===== src/rtl/fft_frame_serializer.sv =====
// -----------------------------------------------------------------------------
// fft_frame_serializer
//
// Output-side consumer of the parallel FFT butterfly datapath. A whole N-point
// complex frame is captured in one handshake. The frame arrives in bit-reversed
// bin order, as radix-2 DIF stages produce it. The block then streams it out one
// bin per beat, in natural bin order, over a valid/ready interface.
//
// There are two frame banks used as a ping-pong pair. The next frame can be
// captured while the current one drains. Data passes through unmodified.
//
// Parameters
//   N       points per frame (power of 2, >= 2)
//   DW      bits per real/imag component (two's complement)
//   BITREV  1: beat k carries input slot bitrev(k); 0: beat k carries slot k
//
// Ports
//   clk_i           in   clock, all logic on the rising edge
//   reset_i         in   synchronous reset, active-high
//   frame_i         in   N slots of {re[2*DW-1:DW], im[DW-1:0]}
//   frame_valid_i   in   frame_i is valid
//   frame_ready_o   out  a frame can be captured this cycle
//   sample_o        out  current bin, {re, im}
//   sample_idx_o    out  natural bin index of sample_o
//   sample_valid_o  out  sample_o / sample_idx_o / sample_last_o are valid
//   sample_ready_i  in   downstream accepts the beat
//   sample_last_o   out  high on beat N-1 of each frame
// -----------------------------------------------------------------------------
module fft_frame_serializer #(
    parameter int N      = 8,
    parameter int DW     = 44,
    parameter bit BITREV = 1'b1
) (
    input  logic                   clk_i,
    input  logic                   reset_i,
    input  logic [N-1:0][2*DW-1:0] frame_i,
    input  logic                   frame_valid_i,
    output logic                   frame_ready_o,
    output logic [2*DW-1:0]        sample_o,
    output logic [$clog2(N)-1:0]   sample_idx_o,
    output logic                   sample_valid_o,
    input  logic                   sample_ready_i,
    output logic                   sample_last_o
);

    localparam int            IW       = $clog2(N);
    localparam int            SW       = 2 * DW;
    localparam logic [IW-1:0] LAST_IDX = IW'(N - 1);

    typedef logic [N-1:0][SW-1:0] frame_t;

    // Catch illegal frame sizes at elaboration rather than producing a
    // silently wrong bin ordering.
    if (N < 2 || (N & (N - 1)) != 0) begin : g_bad_n
        $error("fft_frame_serializer: N must be a power of 2 and >= 2");
    end

    // Mirror the IW-bit index: bit b of the result is bit IW-1-b of k.
    function automatic logic [IW-1:0] bitrev(input logic [IW-1:0] k);
        logic [IW-1:0] r;
        for (int b = 0; b < IW; b++) begin
            r[b] = k[IW-1-b];
        end
        return r;
    endfunction

    // -------------------------------------------------------------------------
    // State
    // -------------------------------------------------------------------------
    frame_t        bank_q [2];
    logic [1:0]    full_q,    full_d;
    logic          wr_bank_q, wr_bank_d;
    logic          rd_bank_q, rd_bank_d;
    logic [IW-1:0] rd_cnt_q,  rd_cnt_d;

    // -------------------------------------------------------------------------
    // Handshake decode
    // -------------------------------------------------------------------------
    logic          capture;    // frame accepted at this edge
    logic          out_valid;  // a beat is presented this cycle
    logic          beat;       // a beat transfers at this edge
    logic          last_beat;  // the final beat of the head frame transfers
    logic [IW-1:0] rd_slot;    // storage slot feeding the current beat

    // Readiness depends only on the write-side full flag. The drain side
    // never makes a bank writable within the cycle it is freed.
    assign frame_ready_o = !reset_i && !full_q[wr_bank_q];
    assign capture       = frame_valid_i && frame_ready_o;

    assign out_valid = !reset_i && full_q[rd_bank_q];
    assign beat      = out_valid && sample_ready_i;
    assign last_beat = beat && (rd_cnt_q == LAST_IDX);

    assign rd_slot = BITREV ? bitrev(rd_cnt_q) : rd_cnt_q;

    // -------------------------------------------------------------------------
    // Output stage
    // -------------------------------------------------------------------------
    always_comb begin
        // NOTE: every signal written here gets a default first, so no branch
        // leaves one unassigned. An unassigned branch would infer a latch.
        sample_valid_o = 1'b0;
        sample_o       = '0;
        sample_idx_o   = '0;
        sample_last_o  = 1'b0;
        if (out_valid) begin
            sample_valid_o = 1'b1;
            sample_o       = bank_q[rd_bank_q][rd_slot];
            sample_idx_o   = rd_cnt_q;
            sample_last_o  = (rd_cnt_q == LAST_IDX);
        end
    end

    // -------------------------------------------------------------------------
    // Next-state logic
    // -------------------------------------------------------------------------
    always_comb begin
        full_d    = full_q;
        wr_bank_d = wr_bank_q;
        rd_bank_d = rd_bank_q;
        rd_cnt_d  = rd_cnt_q;

        // Capture and drain touch different banks. A capture needs its bank
        // empty and a drain needs its bank full, so both can apply together.
        if (capture) begin
            full_d[wr_bank_q] = 1'b1;
            wr_bank_d         = !wr_bank_q;
        end

        if (beat) begin
            if (last_beat) begin
                rd_cnt_d          = '0;
                full_d[rd_bank_q] = 1'b0;
                rd_bank_d         = !rd_bank_q;
            end else begin
                rd_cnt_d = rd_cnt_q + 1'b1;
            end
        end
    end

    // -------------------------------------------------------------------------
    // Control registers
    // -------------------------------------------------------------------------
    always_ff @(posedge clk_i) begin
        // NOTE: non-blocking assignments, so every register here is updated
        // from pre-edge values regardless of statement order.
        if (reset_i) begin
            full_q    <= '0;
            wr_bank_q <= 1'b0;
            rd_bank_q <= 1'b0;
            rd_cnt_q  <= '0;
        end else begin
            full_q    <= full_d;
            wr_bank_q <= wr_bank_d;
            rd_bank_q <= rd_bank_d;
            rd_cnt_q  <= rd_cnt_d;
        end
    end

    // -------------------------------------------------------------------------
    // Frame storage
    // -------------------------------------------------------------------------
    // NOTE: bank contents are not reset. full_q alone decides whether a bank
    // holds meaningful data, and leaving the array unreset lets it map onto
    // plain enable flops or RAM.
    always_ff @(posedge clk_i) begin
        if (capture) begin
            bank_q[wr_bank_q] <= frame_i;
        end
    end

endmodule


===== config.mk =====
export PLATFORM = sky130hd
export DESIGN_NAME = fft_frame_serializer
export DESIGN_NICKNAME = d
export VERILOG_FILES = /design/src/rtl/fft_frame_serializer.sv
export SDC_FILE = /design/constraint.sdc
export NUM_CORES = 1
export LEC_CHECK = 0
export CAP_MARGIN = 10
export CORE_ASPECT_RATIO = 0.8
export CORE_MARGIN = 1.5
export CORE_UTILIZATION = 35
export CTS_CLUSTER_DIAMETER = 40
export DETAILED_ROUTE_END_ITERATION = 7
export DONT_BUFFER_PORTS = 1
export GPL_TIMING_DRIVEN = 1
export SLEW_MARGIN = 15
export SYNTH_ARGS = -nofsm -noshare
export SYNTH_HDL_FRONTEND = slang
export SYNTH_SLANG_ARGS = --single-unit
export TNS_END_PERCENT = 10

===== constraint.sdc =====
create_clock -name clk_i -period 195 [get_ports clk_i]
set_input_delay 39 -clock clk_i [delete_from_list [all_inputs] [get_ports clk_i]]
set_output_delay 39 -clock clk_i [all_outputs]
set_load 0.05 [all_outputs]

* Word level (Yosys, flattened, before mapping)
Memory sizes are Yosys's and may differ from the RTL's. A register that Yosys moved wholly into a read port is not among the register bits.
Cells that the tools add are included.
** Storage, ports and cells
- Bits in registers :: 7
- Bits in writable memories :: 1408
- Output and inout port bits :: 94
- Logic and storage cells :: 49
- Memories :: 1
** Memories
- bank_q :: words 2, bits a word 704, rd ports 1, clocked after Yosys merged registers in 1, wr ports 1, RTL line 70 : frame_t bank_q [2];
** Cells by class
- Add/sub/neg operators :: 1
- $lt $le $gt $ge :: 5
- Eq/ne operators :: 1
- Muxes and demuxes :: 22
- Bitwise logic cells :: 3
- Reduce and logical (&&, ||, !) cells :: 12
** Operator list (count)
- $bmux 88 s3 :: 1
- $mux 88 :: 2
- $mux 1 :: 12
- $logic_and 1x1->1 :: 7
- $mux 2 :: 3
- $mux 3 :: 2
- $logic_not 1->1 :: 4
- $lt 1x2->1 const B :: 2
- $lt 3x4->1 const B :: 1
- $add 3x1->3 const B :: 1
- $eq 3x3->1 const B :: 1
- $and 2x2->2 :: 1
- $demux 1 s1 :: 2
- $ge 1x1->1 const B :: 2
- $not 2->2 :: 1
- $or 2x2->2 :: 1
- $reduce_and 2->1 :: 1

* Logic depth before layout (Yosys ltp)
- Depth after elaboration :: 9
- Gate-level depth with buffers :: 7

* Worst setup path after synthesis
No wires, ideal clock.
- Path kind :: input to register
- From :: input port frame_valid_i
- To :: memory bank_q[1][0] (netlist name), enable pin
- Arrival :: 109823 ps
- Setup slack :: 81438 ps
- Stages :: 2
- Cells stage by stage :: inv_1 nor4b_1
** On the way
- Word-level cells in the longest chain between the ends :: 3
** Ends and longest elaborated chain
- from (decl) :: RTL line 37 : input logic frame_valid_i,
- $logic_and 1x1->1 :: RTL line 88 : assign capture = frame_valid_i && frame_ready_o;
- $mux 1 :: RTL line 167 : if (capture) begin
- $mux 1 (implied by the code) :: RTL line 168 : bank_q[wr_bank_q] <= frame_i;
- to (decl) :: RTL line 70
Every way passes these cells.

* Final worst setup path
- From :: input port reset_i
- To :: output port sample_o[29]
** On the way
- Word-level cells in the longest chain between the ends :: 3
** Ends and longest elaborated chain
- from (decl) :: RTL line 35 : input logic reset_i,
- $logic_not 1->1 :: RTL line 90 : assign out_valid = !reset_i && full_q[rd_bank_q];
- $logic_and 1x1->1 :: RTL line 90
- $mux 88 :: RTL line 106 : if (out_valid) begin
- to (decl) :: RTL line 39 : output logic [2*DW-1:0] sample_o,
Every way passes these cells.

==> flow_metrics.tcl <==
set metrics [dict create \
    status "finished, final reports clean" \
    drc 0 \
    yosysTopAreaCellShare_pct 77.98 \
    cp-start-kind "input port" \
    area_growth_pct 14.49 \
    worstPathArrival_ns 41.17 \
    p_int_mw 0.5242 \
    drt_wl_total_um 125200 \
    grt.total_usage_pct 15.66 \
    cpMaxStageDelayCell "a21oi_1" \
    final.setup_skew_ns 0.03009 \
    avgViaCountPerCell 5.184 \
    core-area_um2 152900 \
    tritoncts "done" \
    cts_setup_buffers 0 \
    min-delay-path-class "register to register" \
    finalWorstSetupSlack_ns 114.84 \
    finalPower_mw 0.6637 \
    multi_input_area_um2 11250 \
    slew_viol_final 0 \
    cts_sinks 1416 \
    place_congestion 0.8195 \
    p_sw_share_pct 21.01 \
    clock_path_buffers 3 \
    root_buffer "clkbuf_16" \
    netlist_area_um2 54220 \
    clkSlewWorstSetupHoldPaths_ns 0.06 \
    vdd_drop_max_mv 0.009495 \
    rows 128 \
    crit_chain "or2_4 > inv_2 > o21ai_1 > a21oi_1" \
    syn_inst 2300 \
    crit_fanout 32 \
    overflow 0 \
    ys_types 34 \
    fmax_ghz 0.01247 \
    cp.required_ns 156.00 \
    register_area_um2 42460 \
    worstMarginPinSlew_ns 1.166 \
    p_switching_mw 0.1394 \
    period_needed_ns 80.17 \
    start_util_pct 35.45 \
    p_per_area_nw_per_um2 10.69 \
    p_clk_share_pct 44.8 \
    rsz0062_at_grt "false" \
    post-place-ws_ns 114.84 \
    dp_hpwl_um 85530 \
    yosys_warnings 0 \
    nets 3077 \
    yosysMostFrequentCell "edfxtp_1" \
    ys_top_cells_by_count "edfxtp_1, mux4_2, a211oi_1" \
    p_leak_nw 18.33 \
    synth_area_per_cell_um2 23.57 \
    die_x_um 443.0 \
    setup_viol 0 \
    htreeDepth 4 \
    avgRoutedWirePerCell_um 27.51 \
    netlist.top_cell.by_area "edfxtp_1" \
    cts.repair.resized 0 \
    ys_seq_elements 1416 \
    drive_gt1_share_pct 30.16 \
    crit_path_max_incr_delay_ns 0.87 \
    synth_edf_count 1408 \
    drtIter0Drc 1901 \
    p_comb_share_pct 2.7 \
    port_buffers 0 \
    ctsHoldBuffers 0 \
    synthTopCellsByArea "edfxtp_1, mux4_2, a211oi_1" \
    max_cap_viol_count 0 \
    ys_seq_area_share_pct 78.28 \
    finalHoldViolations 0 \
    pin_count 802 \
    end_kind "output pin" \
    postRouteAntennaNets 0 \
    worst-setup-path-type "input port to output pin" \
    pwr-share-seq_pct 52.6 \
    synth_ff_type "edfxtp_1" \
    route.vias.total 23590 \
    dr.pass1.iters 5 \
    grt_pass1_wl_um 177500 \
    syn_nets 3010 \
    grt_pass1_vias 25240 \
    relSlewSlack_pct 22.27 \
    setup_tns_ns 0 \
    synthArstFlopShare_pct 0 \
    grt_max_degree 205 \
    cts_buffers 160 \
    die_h_um 355.0 \
    fill_cells 13040 \
    antenna_found_initial 24 \
    die-area_um2 157300 \
    clk_latency_ns 0.77 \
    min_period_over_period_pct 41.11 \
]
-- cells by family (layout without fill, tap and decap cells) --
| group | Yosys count | in the layout | synth area share [%] |
|---|---|---|---|
| other | 0 | 36 | 0 |
| muxes | 472 | 472 | 16.87 |
| buffers and inverters | 141 | 341 | 1.567 |
| xor gates and xnor gates | 1 | 1 | 0.01616 |
| and+or+nand+nor | 87 | 87 | 0.9739 |
| AOI/OAI and AO/OA | 181 | 181 | 2.255 |
| adders and majority gates | 2 | 2 | 0.04615 |
| DFF | 1416 | 1416 | 78.28 |
-- critical path: cells and delay by family --
| kind | cells | cell delay, ns |
|---|---|---|
| AO/OA/AOI/OAI | 2 | 1.07 |
| buffers and inverters | 1 | 0.70 |
| AND/OR/NAND/NOR | 1 | 0.33 |
-- area by class of cell --
type                       count  area share, %
clock buffer                 179          6.668
timing repair buffer          43         0.6329
inverter                       3        0.01814
sequential                  1416          68.40
tap                         2015          4.062
clock inverter               116          1.947
antenna                       36         0.1451
multi-input combinational    743          18.13
-- layer usage --
layer	GRT usage [%]	share of wire, %	vias to the layer above
li1	-	-	10070
met1	15.68	32	12350
met2	27.20	53	947
met3	7.905	11	220
met4	6.959	3.7	12
met5	0	0.069	-
-- stage by stage --
| stage | utilization, % | hold slack [ns] | cells | area, um^2 |
|---|---|---|---|---|
| final | 40.58 | 0.5294 | 4551 | 62070 |
| after global routing | 40.57 | 0.5571 | 4540 | 62050 |
| after CTS | 40.51 | 0.5238 | 4514 | 61960 |
| after detailed placement | 37.01 | 0.5076 | 4219 | 56610 |
| after global placement | 37.01 | 0.4893 | 4219 | 56610 |
| after floorplan | - | 0.4807 | 2300 | 54220 |
-- flip-flops by register name, indices dropped and copies added, names as in the netlist, named ones only --
signal and count:
rd_cnt_q 3, bank_q 1408, rd_bank_q 1, full_q 2, wr_bank_q 1
-- power by group through the flow --
stage	clock network (mW)	logic, mW	registers (mW)
finish	0.297	0.0176	0.349
global route	0.317	0.0188	0.350
CTS	0.305	0.0180	0.349
detailed placement	0	0.0179	0.355
global placement	0	0.0176	0.355
floorplan	0	0.0128	0.380
-- placed cells by master, fill, tap and decap left out, types with 4 or more instances in the layout --
cell type	instances
a211oi_1	61
dfxtp_4	4
a211oi_2	62
bufinv_16	11
clkinv_2	29
mux2_2	30
mux4_2	349
dfxtp_1	4
clkbuf_16	163
buf_4	38
and2_1	4
buf_12	4
clkbuf_1	16
clkinv_4	11
a21oi_1	28
clkinv_8	7
diode_2	36
nor2_1	10
clkinv_1	18
nor2b_1	63
o21ai_1	27
inv_16	6
mux2i_1	92
edfxtp_1	1408
inv_6	19
clkinvlp_4	10
-- final timing paths --
path                   from              to  slack, ns  cells past startpoint
setup reg to reg  full_q[1]  bank_q[1][464]     190.36                      5
hold reg to reg   rd_bank_q       full_q[0]       0.53                      2
setup / recovery    reset_i    sample_o[29]     114.84                      4
hold / removal    rd_bank_q       full_q[0]       0.53                      2
Note: power is estimated with default switching activity, not from simulation.
